$ cat src/rtl/bitcoin_nonce_scheduler.sv
// Steps the hash core through nonce batches, arbitrates the shared memory port,
// and scans each batch's result words against the difficulty target.
module bitcoin_nonce_scheduler #(
    parameter int NUM_NONCES = 16,
    parameter int BATCH_W    = 8
) (
    input  logic               clk,
    input  logic               reset,
    input  logic               start,
    input  logic [15:0]        message_addr,
    input  logic [15:0]        result_addr,
    input  logic [BATCH_W-1:0] num_batches,
    input  logic [31:0]        target,
    output logic               done,
    output logic               found,
    output logic [31:0]        found_nonce,
    output logic [BATCH_W-1:0] batches_done,
    output logic               core_start,
    output logic [15:0]        core_message_addr,
    output logic [15:0]        core_output_addr,
    output logic [31:0]        core_nonce_base,
    input  logic               core_done,
    input  logic               core_mem_we,
    input  logic [15:0]        core_mem_addr,
    input  logic [31:0]        core_mem_write_data,
    output logic               mem_we,
    output logic [15:0]        mem_addr,
    output logic [31:0]        mem_write_data,
    input  logic [31:0]        mem_read_data
);

    localparam int CNT_W = $clog2(NUM_NONCES + 2);
    localparam logic [CNT_W-1:0] C_TWO  = CNT_W'(2);
    localparam logic [CNT_W-1:0] C_NN1  = CNT_W'(NUM_NONCES - 1);
    localparam logic [CNT_W-1:0] C_LAST = CNT_W'(NUM_NONCES + 1);

    typedef enum logic [2:0] {S_IDLE, S_LAUNCH, S_WAIT, S_SCAN, S_FINISH} state_t;

    state_t             r_state;
    logic               r_done;
    logic               r_found;
    logic [31:0]        r_found_nonce;
    logic [BATCH_W-1:0] r_batches_done;
    logic [BATCH_W-1:0] r_num_batches;
    logic               r_core_start;
    logic [15:0]        r_message_addr;
    logic [15:0]        r_result_addr;
    logic [31:0]        r_target;
    logic [31:0]        r_nonce_base;
    logic               r_wait_first;
    logic [CNT_W-1:0]   r_scan_cnt;

    logic [15:0]        w_scan_addr;
    logic               w_hit;
    logic               w_last;
    logic [BATCH_W-1:0] w_bd_next;

    // Address holds on the last word during the two read-latency drain cycles.
    assign w_scan_addr = r_result_addr + 16'((r_scan_cnt > C_NN1) ? C_NN1 : r_scan_cnt);
    assign w_hit       = (r_state == S_SCAN) && (r_scan_cnt >= C_TWO) && (mem_read_data < r_target);
    assign w_last      = (r_scan_cnt == C_LAST);
    assign w_bd_next   = r_batches_done + 1'b1;

    always_ff @(posedge clk or posedge reset) begin
        if (reset) begin
            r_state        <= S_IDLE;
            r_done         <= 1'b1;
            r_found        <= 1'b0;
            r_found_nonce  <= '0;
            r_batches_done <= '0;
            r_num_batches  <= '0;
            r_core_start   <= 1'b0;
            r_message_addr <= '0;
            r_result_addr  <= '0;
            r_target       <= '0;
            r_nonce_base   <= '0;
            r_wait_first   <= 1'b0;
            r_scan_cnt     <= '0;
        end else begin
            r_core_start <= 1'b0;
            case (r_state)
                S_IDLE: begin
                    r_done <= 1'b1;
                    if (start) begin
                        r_message_addr <= message_addr;
                        r_result_addr  <= result_addr;
                        r_num_batches  <= num_batches;
                        r_target       <= target;
                        r_found        <= 1'b0;
                        r_found_nonce  <= '0;
                        r_batches_done <= '0;
                        r_nonce_base   <= '0;
                        r_done         <= 1'b0;
                        if (num_batches == '0) begin
                            r_state <= S_FINISH;
                        end else begin
                            r_state      <= S_LAUNCH;
                            r_core_start <= 1'b1;
                        end
                    end
                end
                S_LAUNCH: begin
                    r_state      <= S_WAIT;
                    r_wait_first <= 1'b1;
                end
                S_WAIT: begin
                    // The core may still report idle on the cycle right after launch.
                    r_wait_first <= 1'b0;
                    if (!r_wait_first && core_done) begin
                        r_state    <= S_SCAN;
                        r_scan_cnt <= '0;
                    end
                end
                S_SCAN: begin
                    r_scan_cnt <= r_scan_cnt + 1'b1;
                    if (w_hit && !r_found) begin
                        r_found       <= 1'b1;
                        r_found_nonce <= r_nonce_base + 32'(r_scan_cnt - C_TWO);
                    end
                    if (w_last) begin
                        r_batches_done <= w_bd_next;
                        if (r_found || w_hit || (w_bd_next == r_num_batches)) begin
                            r_state <= S_FINISH;
                        end else begin
                            r_state      <= S_LAUNCH;
                            r_core_start <= 1'b1;
                            // Equivalent to batch_index*NUM_NONCES, kept as a running sum.
                            r_nonce_base <= r_nonce_base + 32'(NUM_NONCES);
                        end
                    end
                end
                S_FINISH: begin
                    r_state <= S_IDLE;
                end
                default: begin
                    r_state <= S_IDLE;
                end
            endcase
        end
    end

    always_comb begin
        mem_we         = 1'b0;
        mem_addr       = w_scan_addr;
        mem_write_data = '0;
        if (r_state == S_LAUNCH || r_state == S_WAIT) begin
            mem_we         = core_mem_we;
            mem_addr       = core_mem_addr;
            mem_write_data = core_mem_write_data;
        end
    end

    assign done              = r_done;
    assign found             = r_found;
    assign found_nonce       = r_found_nonce;
    assign batches_done      = r_batches_done;
    assign core_start        = r_core_start;
    assign core_message_addr = r_message_addr;
    assign core_output_addr  = r_result_addr;
    assign core_nonce_base   = r_nonce_base;

endmodule

$ cat config.mk
export PLATFORM = sky130hd
export DESIGN_NAME = bitcoin_nonce_scheduler
export DESIGN_NICKNAME = d
export VERILOG_FILES = /design/src/rtl/bitcoin_nonce_scheduler.sv
export SDC_FILE = /design/constraint.sdc
export NUM_CORES = 1
export LEC_CHECK = 0
export ABC_AREA = 1
export CORE_MARGIN = 1
export CORE_UTILIZATION = 65
export DETAILED_ROUTE_END_ITERATION = 8
export DONT_BUFFER_PORTS = 1
export PLACE_DENSITY = 0.88
export SLEW_MARGIN = 20
export SYNTH_ARGS = -nofsm -noshare
export SYNTH_HDL_FRONTEND = slang
export SYNTH_SLANG_ARGS = --single-unit
$ cat constraint.sdc
create_clock -name clk -period 13.6 [get_ports clk]
set_clock_uncertainty 0.1 [all_clocks]
set_input_delay 3.4 -clock clk [delete_from_list [all_inputs] [get_ports clk]]
set_output_delay 3.4 -clock clk [all_outputs]
set_load 0.02 [all_outputs]
==> metrics, run 1 <==
number of cells on the critical path=2; drt pass-1 iters=6; Post-Syn Area=0.0103 sq mm; Initial Util=67.2%; worst-case reg-to-reg path depth=17; first-pass GRT wire length=49300 um; Avg WL per Cell=19.5 um; slowest library cell on the worst path=nor2_1; dpl cells=1619; aggregate global-route resource usage=40.7%; # H-tree levels=4; reg-to-reg endpoint=found_nonce[20]; Max Clock Freq=0.131 GHz; Crit. Startpoint=core_mem_write_data[14]; Worst Setup EP=mem_write_data[14]; layout cells sized above 1=5.42%; Final GP Congestion=0.995; pin count of the biggest net entering global routing=114; setup TNS=0 ps; fillcell total=1295; Sink Count=152; Min Hold Slack=397 ps; most frequent cells in the layout=nand2_1, inv_1, dfrtp_1; Critical Path RT=10100 ps; min-delay src=r_target[0]; post-synthesis sequential area ratio=37.0%; die area=0.0163 sq mm; DP HPWL=24800 um; YS warnings=0; register area=0.00380 sq mm; CTS tree=built; Cell Pwr Density=269 mW/mm^2; Syn-to-layout area delta=6.95%; post-route minimum period=7630 ps; Via density=5.90; flop2flop setup slack=9670 ps; post-layout util=71.8%; Worst IR Drop VDD=196 uV; # Post-CTS Setup Buffers=0; status=complete, no violations; Placeable Area=0.0153 sq mm; setup violators final=0; Cell Area, Placed=0.0104 sq mm; crit-path cells=inv_1 -> nor2_1; RSZ-0062 raised after global routing=no; Worst Slack Setup Final=5970 ps; Static Leak=5.72 nW; endpoint type of the worst setup path=primary output; hold_buf cts=0; Finished Layout Cells=1660; worst-case clock buffer depth=2; initial antenna violation count=8; Worst-Margin Slew=1140 ps; Max stage delay on crit path=700 ps; final net count=1657; Pwr Total=2.96 mW; Buf+Inv Stages, Crit Path=1; worst r2r src=r_scan_cnt[1]; grt total ovfl=0; kind of critical path=in2out; Worst-Skew Late Latency=440 ps; Synth Register Bits=152; slew margin rel.=23.0%; WP data arrival=4130 ps; commonest non-fill, non-tap cell in the layout=nand2_1; row count=45; DR vias=9799; Netlist cell types=44; die height=128 um; HP Class=reg2reg; Syn Inst Count=1442; Die Wd=128 um; Design Area, Final=0.0110 sq mm; Mean Syn Cell Area=7.13 sq um; clock root cell=clkbuf_16; crit-path max FO=1; startpoint types=input port; pre-CTS setup slack=6000 ps; max-cap violation count=0; Fin. Hold Viols=0; vias in the first global route=9031; Total Wirelength=32400 um; drc violations=0; fin crit share=56.1%; number of routed nets with antenna violations=0; Slew Viols, Final=0; TritonCTS Buffers=17; CTS clock-pin slew for the worst setup and hold paths=70 ps; IO Port Bufs=0; IO Pins=313; Crit path max-delay family=simple AND/OR/NAND/NOR gates; DRT iter0 DRCs=840; post-CTS sizing=0; area of the multi-input gates=0.00566 sq mm
==> report_power, final <==
part | switching [mW] | internal (mW) | total [mW]
registers | 0.275 | 0.633 | 0.908
clock network | 0.230 | 0.252 | 0.482
logic | 1.15 | 0.418 | 1.57
==> per-layer routing <==
layer  track usage (%)  up-vias  part of all wire, %
li1                  -     4599                    -
met1              50.8     4529                   39
met4              27.3        0                  6.0
met3              13.1      129                   11
met5                 0        -                    0
met2              60.4      542                   44
==> worst register-to-register path: stages, from the launching register on <==
cell and delay [ps]:
dfrtp_1 430, inv_1 250, ha_1 220, inv_1 40
nor2_1 110, nand2_1 120, inv_1 640, ha_1 400
nand2_1 130, nand2_1 100, a21oi_1 240, o21ai_0 250
nand2_1 110, nand2_1 130, a21oi_1 220, xnor2_1 170
nand2_1 100, nand2_1 90
==> area by class of cell <==
| class | instances | share of cell area [%] |
|---|---|---|
| flip-flops and latches | 152 | 34.6 |
| well taps | 211 | 2.40 |
| repair buffers | 3 | 0.205 |
| diodes | 9 | 0.205 |
| clock buffers | 17 | 3.87 |
| clock inverters | 15 | 1.83 |
| multi-input cells | 1094 | 51.4 |
| inverters | 159 | 5.47 |
==> cell usage after synthesis (all sizes together) <==
master | n | share of area, %
a31oi | 7 | 0.43
dfrtp | 151 | 37
nor2 | 143 | 5.6
o22ai | 10 | 0.61
o21a | 4 | 0.29
nor4 | 7 | 0.43
a21boi | 2 | 0.15
clkinv | 1 | 0.036
conb | 1 | 0.036
nand3 | 74 | 3.8
o21ai | 80 | 3.9
a21o | 2 | 0.15
fa | 1 | 0.19
nand3b | 10 | 0.73
a211oi | 1 | 0.073
nor3 | 31 | 1.6
and3 | 1 | 0.061
nand4 | 23 | 1.4
o32ai | 1 | 0.085
dfstp | 1 | 0.26
clkbuf | 10 | 0.36
a21oi | 51 | 2.5
or2 | 5 | 0.30
xor2 | 32 | 2.7
o21bai | 2 | 0.15
nand2 | 509 | 19
buf | 31 | 2.0
inv | 158 | 5.8
ha | 72 | 8.8
xnor2 | 21 | 1.8
==> state kept, by name (all words and copies together) (netlist names) <==
name               count
found_nonce           32
r_target              32
core_nonce_base       28
core_message_addr     16
core_output_addr      16
batches_done           8
r_num_batches          8
r_scan_cnt             5
r_state                3
core_start             1
done                   1
found                  1
r_wait_first           1
==> worst min path at each step <==
stage,depth (start not counted),endpoint,slack (ps)
2_1_floorplan,2,r_target[0],340
3_3_place_gp,2,r_target[0],370
3_5_place_dp,2,r_target[0],380
4_1_cts,2,r_target[0],400
5_1_grt,2,r_num_batches[1],430
6_report,2,r_target[0],400
==> cells by family after synthesis <==
| logic type | share of synthesized area (%) |
|---|---|
| XOR/XNOR | 4.51 |
| adder cells (fa/ha/maj) | 8.95 |
| AND/OR/NAND/NOR | 33.0 |
| flip-flops | 37.0 |
| AO/OA/AOI/OAI | 8.30 |
| other | 0.0365 |
| buffers and inverters | 8.20 |
No activity file was read; power rests on OpenSTA's default activity.
==> inputs of run 2 (changes only) <==
- clock period: 13.6 -> 7.85 ns (I/O delays scaled with it)
==> metrics, run 2 (same netlist as run 1, synthesis figures left out) <==
max-cap violation count=0 (unchanged); TritonCTS Buffers=17 (unchanged); slew margin rel.=28.7% (was 23.0%); Initial Util=67.2% (unchanged); DRT iter0 DRCs=995 (was 840); # H-tree levels=4 (unchanged); Slew Viols, Final=0 (unchanged); CTS clock-pin slew for the worst setup and hold paths=70 ps (about the same); HP Class=reg2reg (unchanged); fillcell total=1264 (was 1295); most frequent cells in the layout=nand2_1, inv_1, dfrtp_1 (unchanged); Min Hold Slack=406 ps (was 397 ps); Final GP Congestion=1.03 (was 0.995); grt met3 use=12.1% (was 13.1%); pin count of the biggest net entering global routing=113 (was 114); Sw Ratio=56.1% (was 56.0%); endpoint type of the worst setup path=primary output (unchanged); initial antenna violation count=5 (was 8); commonest non-fill, non-tap cell in the layout=nand2_1 (unchanged); Avg WL per Cell=19.4 um (was 19.5 um); setup TNS=0 ps (unchanged); IO Port Bufs=0 (unchanged); Static Leak=5.72 nW (about the same); DP HPWL=24800 um (about the same); crit-path max FO=8 (was 1); IO Pins=313 (unchanged); Worst-Margin Slew=1070 ps (was 1140 ps); drc violations=0 (unchanged); Critical Path RT=5790 ps (was 10100 ps); number of routed nets with antenna violations=0 (unchanged); final net count=1657 (unchanged); switching power total=2.89 mW (was 1.66 mW); dpl cells=1619 (unchanged); P_int=2.26 mW (was 1.30 mW); Pwr Total=5.14 mW (was 2.96 mW); share of power burned in registers=30.5% (was 30.7%); first-pass GRT wire length=48800 um (was 49300 um); Design Area, Final=0.0110 sq mm (about the same); Finished Layout Cells=1656 (was 1660); aggregate global-route resource usage=40.4% (was 40.7%); Hold Crit Depth=2 (unchanged); # Post-CTS Setup Buffers=0 (unchanged); vias in the first global route=8824 (was 9031); status=complete, no violations (unchanged); kind of critical path=reg2out (was in2out); Via density=5.91 (was 5.90); startpoint types=flop (was input port); Comb pwr share=53.2% (was 53.0%); worst-case reg-to-reg path depth=17 (unchanged); RSZ-0062 raised after global routing=no (unchanged); worst-case clock buffer depth=2 (unchanged); register area=0.00380 sq mm (unchanged); post-route minimum period=5960 ps; Die Wd=128 um (unchanged); Fin. Hold Viols=0 (unchanged); row count=45 (unchanged); post-CTS sizing=0 (unchanged); clock share of power=16.3% (about the same); Worst IR Drop VDD=368 uV (was 196 uV); Syn-to-layout area delta=6.80% (was 6.95%); Sink Count=152 (unchanged); fin crit share=75.9%; hold_buf cts=0 (unchanged); GRT met1 Usage=52.1% (was 50.8%); Placeable Area=0.0153 sq mm (unchanged); die area=0.0163 sq mm (unchanged); area of the multi-input gates=0.00566 sq mm (unchanged); layout cells sized above 1=5.42% (unchanged); die height=128 um (unchanged); DR vias=9786 (was 9799); clock root cell=clkbuf_16 (unchanged); Cell Pwr Density=468 mW/mm^2 (was 269 mW/mm^2); drt pass-1 iters=5 (was 6); Cell Area, Placed=0.0104 sq mm (unchanged); global route hottest layer=met2 (unchanged); Max Clock Freq=0.168 GHz; CTS tree=built (unchanged); Worst-Skew Late Latency=440 ps (about the same); grt total ovfl=0 (unchanged); setup violators final=0 (unchanged); Total Wirelength=32100 um (was 32400 um); WP data arrival=3900 ps (was 4130 ps); met2 Resource Use GR=60.8% (was 60.4%)
[run 2: cell count changes in the layout (fill, tap and decap cells not counted)]
cell	previous run	this run
clkinv_4	1	0
clkinv_8	8	7
diode_2	9	5
inv_6	3	4
inv_8	4	5
[run 2: through the flow]
step | setup WS [ps] | utilization (%)
finish | 1890 | 71.7
global route | 1550 | 71.7
CTS | 1950 | 71.7
detailed placement | 2450 | 67.6
global placement | 2610 | 67.6
floorplan | 1700 | -
[run 2: layer usage]
metal  wire length, um  vias up
met5                 0        -
met4              1900        0
met3              3350      118
met2             14400      575
met1             12400     4501
li1                  -     4592
[run 2: critical path, stage by stage, from the launching register on]
cell and delay [ps]:
dfrtp_1 470, ha_1 260, nand2_1 100, nor2_1 50, ha_1 170, o21bai_1 200
nand2_1 90, ha_1 190, fa_1 210, nand3_1 90, nand3_1 110, nand2_1 80
a21oi_1 200, nand2_1 100, nor2_1 340, nand2_1 110, xor2_1 150, o21ai_0 530
[run 2: path summary, 6_finish.rpt]
check,from,endpoint,slack (ps)
max in group asynchronous,reset,r_scan_cnt[0],4830
min reg2reg,r_num_batches[6],r_num_batches[6],410
max,r_scan_cnt[0],mem_addr[12],1890
min,r_num_batches[6],r_num_batches[6],410
min in group asynchronous,reset,core_nonce_base[12],1390
max reg2reg,r_scan_cnt[1],found_nonce[20],3930
[run 2: layout make-up]
type	count	share of cell area, %
flip-flops and latches	152	34.6
clock inverters	15	1.79
multi-input cells	1094	51.5
inverters	159	5.48
diodes	5	0.114
repair buffers	3	0.205
clock buffers	17	3.87
well taps	211	2.40
[run 2: power by group through the flow]
stage	sequential, mW	combinational (mW)	clock, mW
floorplan	1.49	2.16	0
global placement	1.56	2.60	0
detailed placement	1.57	2.68	0
CTS	1.56	2.70	0.843
global route	1.60	3.03	0.877
finish	1.57	2.74	0.838
==> inputs of run 3 (changes only) <==
- ABC_AREA: 1 -> 0
- CORE_UTILIZATION: 65 -> 58
- PLACE_DENSITY: 0.88 -> 0.83
- clock period: 7.85 -> 4.95 ns (I/O delays scaled with it)
==> metrics, run 3 <==
IO Pins=313 (unchanged); worst-case clock buffer depth=2 (unchanged); first-pass GRT wire length=38600 um (was 48800 um); Slew Viols, Final=0 (unchanged); Synth area leader=dfrtp_1 (unchanged); commonest cells in the netlist=nand2_1, dfrtp_1, o21ai_0 (was nand2_1, inv_1, dfrtp_1); hold endpoint=r_num_batches[5] (was r_num_batches[6]); DR vias=7690 (was 9786); slew margin rel.=30.8% (was 28.7%); die area=0.0163 sq mm (about the same); post-layout util=65.9% (was 71.7%); aggregate global-route resource usage=31.0% (was 40.4%); Hold Crit Depth=2 (unchanged); number of routed nets with antenna violations=0 (unchanged); post-route minimum period=4690 ps; flop2flop setup slack=760 ps (was 3930 ps); Syn-to-layout area delta=10.0% (was 6.80%); fin crit share=94.8%; # H-tree levels=4 (unchanged); setup violators final=0 (unchanged); Total Wirelength=25300 um (was 32100 um); final net count=1300 (was 1657); Syn Inst Count=1071 (was 1442); pin count of the biggest net entering global routing=153 (was 113); clock root cell=clkbuf_16 (unchanged); global route hottest layer=met2 (unchanged); status=complete, no violations (unchanged); kind of critical path=reg2out (unchanged); most frequent cell after synthesis=nand2_1 (unchanged); Placeable Area=0.0153 sq mm (unchanged); Post-synth EDFFs=0 (unchanged); Min Hold Slack=404 ps (was 406 ps); layout cells sized above 1=8.13% (was 5.42%); Die Wd=128 um (about the same); reg-to-reg endpoint=found_nonce[23] (was found_nonce[20]); drc violations=0 (unchanged); Avg WL per Cell=19.5 um (was 19.4 um); Synth area leaders=dfrtp_1, ha_1, nand2_1 (was dfrtp_1, nand2_1, ha_1); vias in the first global route=7228 (was 8824); met2 Resource Use GR=50.8% (was 60.8%); Mean Syn Cell Area=8.56 sq um (was 7.13 sq um); grt met3 use=10.8% (was 12.1%); die height=128 um (about the same); Via density=5.92 (was 5.91); endpoint type of the worst setup path=primary output (unchanged); grt total ovfl=0 (unchanged); Netlist cell types=61 (was 44); most frequent cells in the layout=nand2_1, dfrtp_1, o21ai_0 (was nand2_1, inv_1, dfrtp_1); TritonCTS Buffers=17 (unchanged); dominant synthesized flop cell=dfrtp_1 (unchanged); Worst-Skew Late Latency=420 ps (was 440 ps); HP Class=reg2reg (unchanged); Post-Syn Area=0.00917 sq mm (was 0.0103 sq mm); Static Leak=4.75 nW (was 5.72 nW); row count=45 (unchanged); CTS clock-pin slew for the worst setup and hold paths=60 ps (was 70 ps); crit-path max FO=5 (was 8); Critical Path RT=3610 ps (was 5790 ps); initial antenna violation count=5 (unchanged); CTS tree=built (unchanged); WP data arrival=3360 ps (was 3900 ps); post-synthesis sequential area ratio=41.5% (was 37.0%); Fin. Hold Viols=0 (unchanged); drt pass-1 iters=5 (unchanged); Max Clock Freq=0.213 GHz; hold_buf cts=0 (unchanged); worst-case reg-to-reg path depth=15 (was 17); GRT met1 Usage=37.8% (was 52.1%); ys async rst share=100% (unchanged); DP HPWL=18500 um (was 24800 um); Sink Count=152 (unchanged); Synth Register Bits=152 (unchanged); commonest non-fill, non-tap cell in the layout=nand2_1 (unchanged); min-delay src=r_num_batches[5] (was r_num_batches[6]); Initial Util=59.9% (was 67.2%); IO Port Bufs=0 (unchanged); YS warnings=0 (unchanged); DRT iter0 DRCs=546 (was 995); worst r2r src=r_scan_cnt[1] (unchanged); Cell Pwr Density=699 mW/mm^2 (was 468 mW/mm^2); Synth top area share=41.2% (was 36.7%); Worst IR Drop VDD=374 uV (was 368 uV); Worst-Margin Slew=1040 ps (was 1070 ps); startpoint types=flop (unchanged); Final GP Congestion=0.864 (was 1.03); max-cap violation count=0 (unchanged)
-- run 3: changes by cell type in the layout (fill, tap and decap cells not counted), moves of 13 or more --
| cell | change |
|---|---|
| o21ai_1 | -34 |
| buf_4 | +24 |
| o21ai_0 | +81 |
| nor3_1 | -20 |
| nand2_2 | -13 |
| nand2_1 | -264 |
| nand3_1 | -26 |
| xnor2_1 | +14 |
| nand4_1 | -14 |
| and2_1 | +36 |
| inv_1 | -100 |
| nor2_1 | -100 |
| or3_1 | +19 |
-- run 3: cells by family (layout without fill, tap and decap cells) --
group | after synthesis | count (layout) | synth area share, %
xor gates and xnor gates | 56 | 56 | 5.35
AOI/OAI and AO/OA | 240 | 240 | 14.7
and+or+nand+nor | 439 | 439 | 22.9
buffers and inverters | 104 | 112 | 4.73
muxes | 6 | 6 | 0.709
adders and majority gates | 73 | 73 | 10.0
DFF | 152 | 152 | 41.5
other | 1 | 9 | 0.0409
-- run 3: area by class of cell --
class,count,area [sq um]
repair buffers,28,223
flip-flops and latches,152,3810
diodes,4,10.0
inverters,52,199
multi-input cells,819,4980
clock buffers,20,437
fillers,1256,5220
well taps,211,264
clock inverters,12,171
-- run 3: where the power goes --
| part | internal [mW] | total, mW | switching (mW) |
|---|---|---|---|
| Clock | 0.845 | 1.38 | 0.536 |
| Combinational | 1.23 | 3.45 | 2.22 |
| Sequential | 1.63 | 2.23 | 0.600 |
| Total | 3.70 | 7.06 | 3.35 |
-- run 3: how the worst max path moves through the flow --
| stage | endpoint | from | depth (start not counted) | slack, ps |
|---|---|---|---|---|
| floorplan | found_nonce[23] | r_scan_cnt[1] | 13 | 50 |
| global placement | mem_addr[14] | r_scan_cnt[0] | 16 | 430 |
| detailed placement | mem_addr[14] | r_scan_cnt[0] | 16 | 340 |
| CTS | mem_addr[15] | r_scan_cnt[0] | 14 | 7 |
| global route | mem_addr[11] | r_scan_cnt[1] | 14 | -0.5 |
| finish | mem_addr[6] | r_scan_cnt[1] | 16 | 260 |
-- run 3: metrics by stage --
stage          setup TNS [ps]  cells  worst slack, ps  cell area (sq um)  power, mW
2_1_floorplan               0   1075             53.2               9190       4.70
3_3_place_gp                0   1258              431               9430       5.51
3_5_place_dp                0   1258              340               9430       5.63
4_1_cts                     0   1290             7.47              10000       7.03
5_1_grt                -0.498   1295           -0.498              10100       7.55
6_report                    0   1298              256              10100       7.06
-- run 3: timing repair --
action                     CTS  global route
gates resized for setup      1             7
buffers inserted             0             4
setup endpoints to repair    4            11
gates cloned                 0             0
pin swaps                    0             1
-- run 3: critical path, cell delays in order (launching register included) --
cell      delay [ps]
dfrtp_2          380
ha_2             200
and3_1           160
ha_1             200
nand2b_1         150
nand2_1           70
ha_1             200
fa_1             400
a21oi_1          150
nor2_1            70
nor2_2           110
nor2b_1           70
o21ai_2          230
buf_4            150
xor2_1           130
o21ai_0           80
buf_4            200
-- run 3: layer usage --
metal | wire [um] | share of wire (%) | up-vias
met4 | 578 | 2.3 | 4
met1 | 10100 | 40 | 3652
met5 | 27 | 0.11 | -
met3 | 2300 | 9.1 | 46
li1 | - | - | 3673
met2 | 12300 | 49 | 315
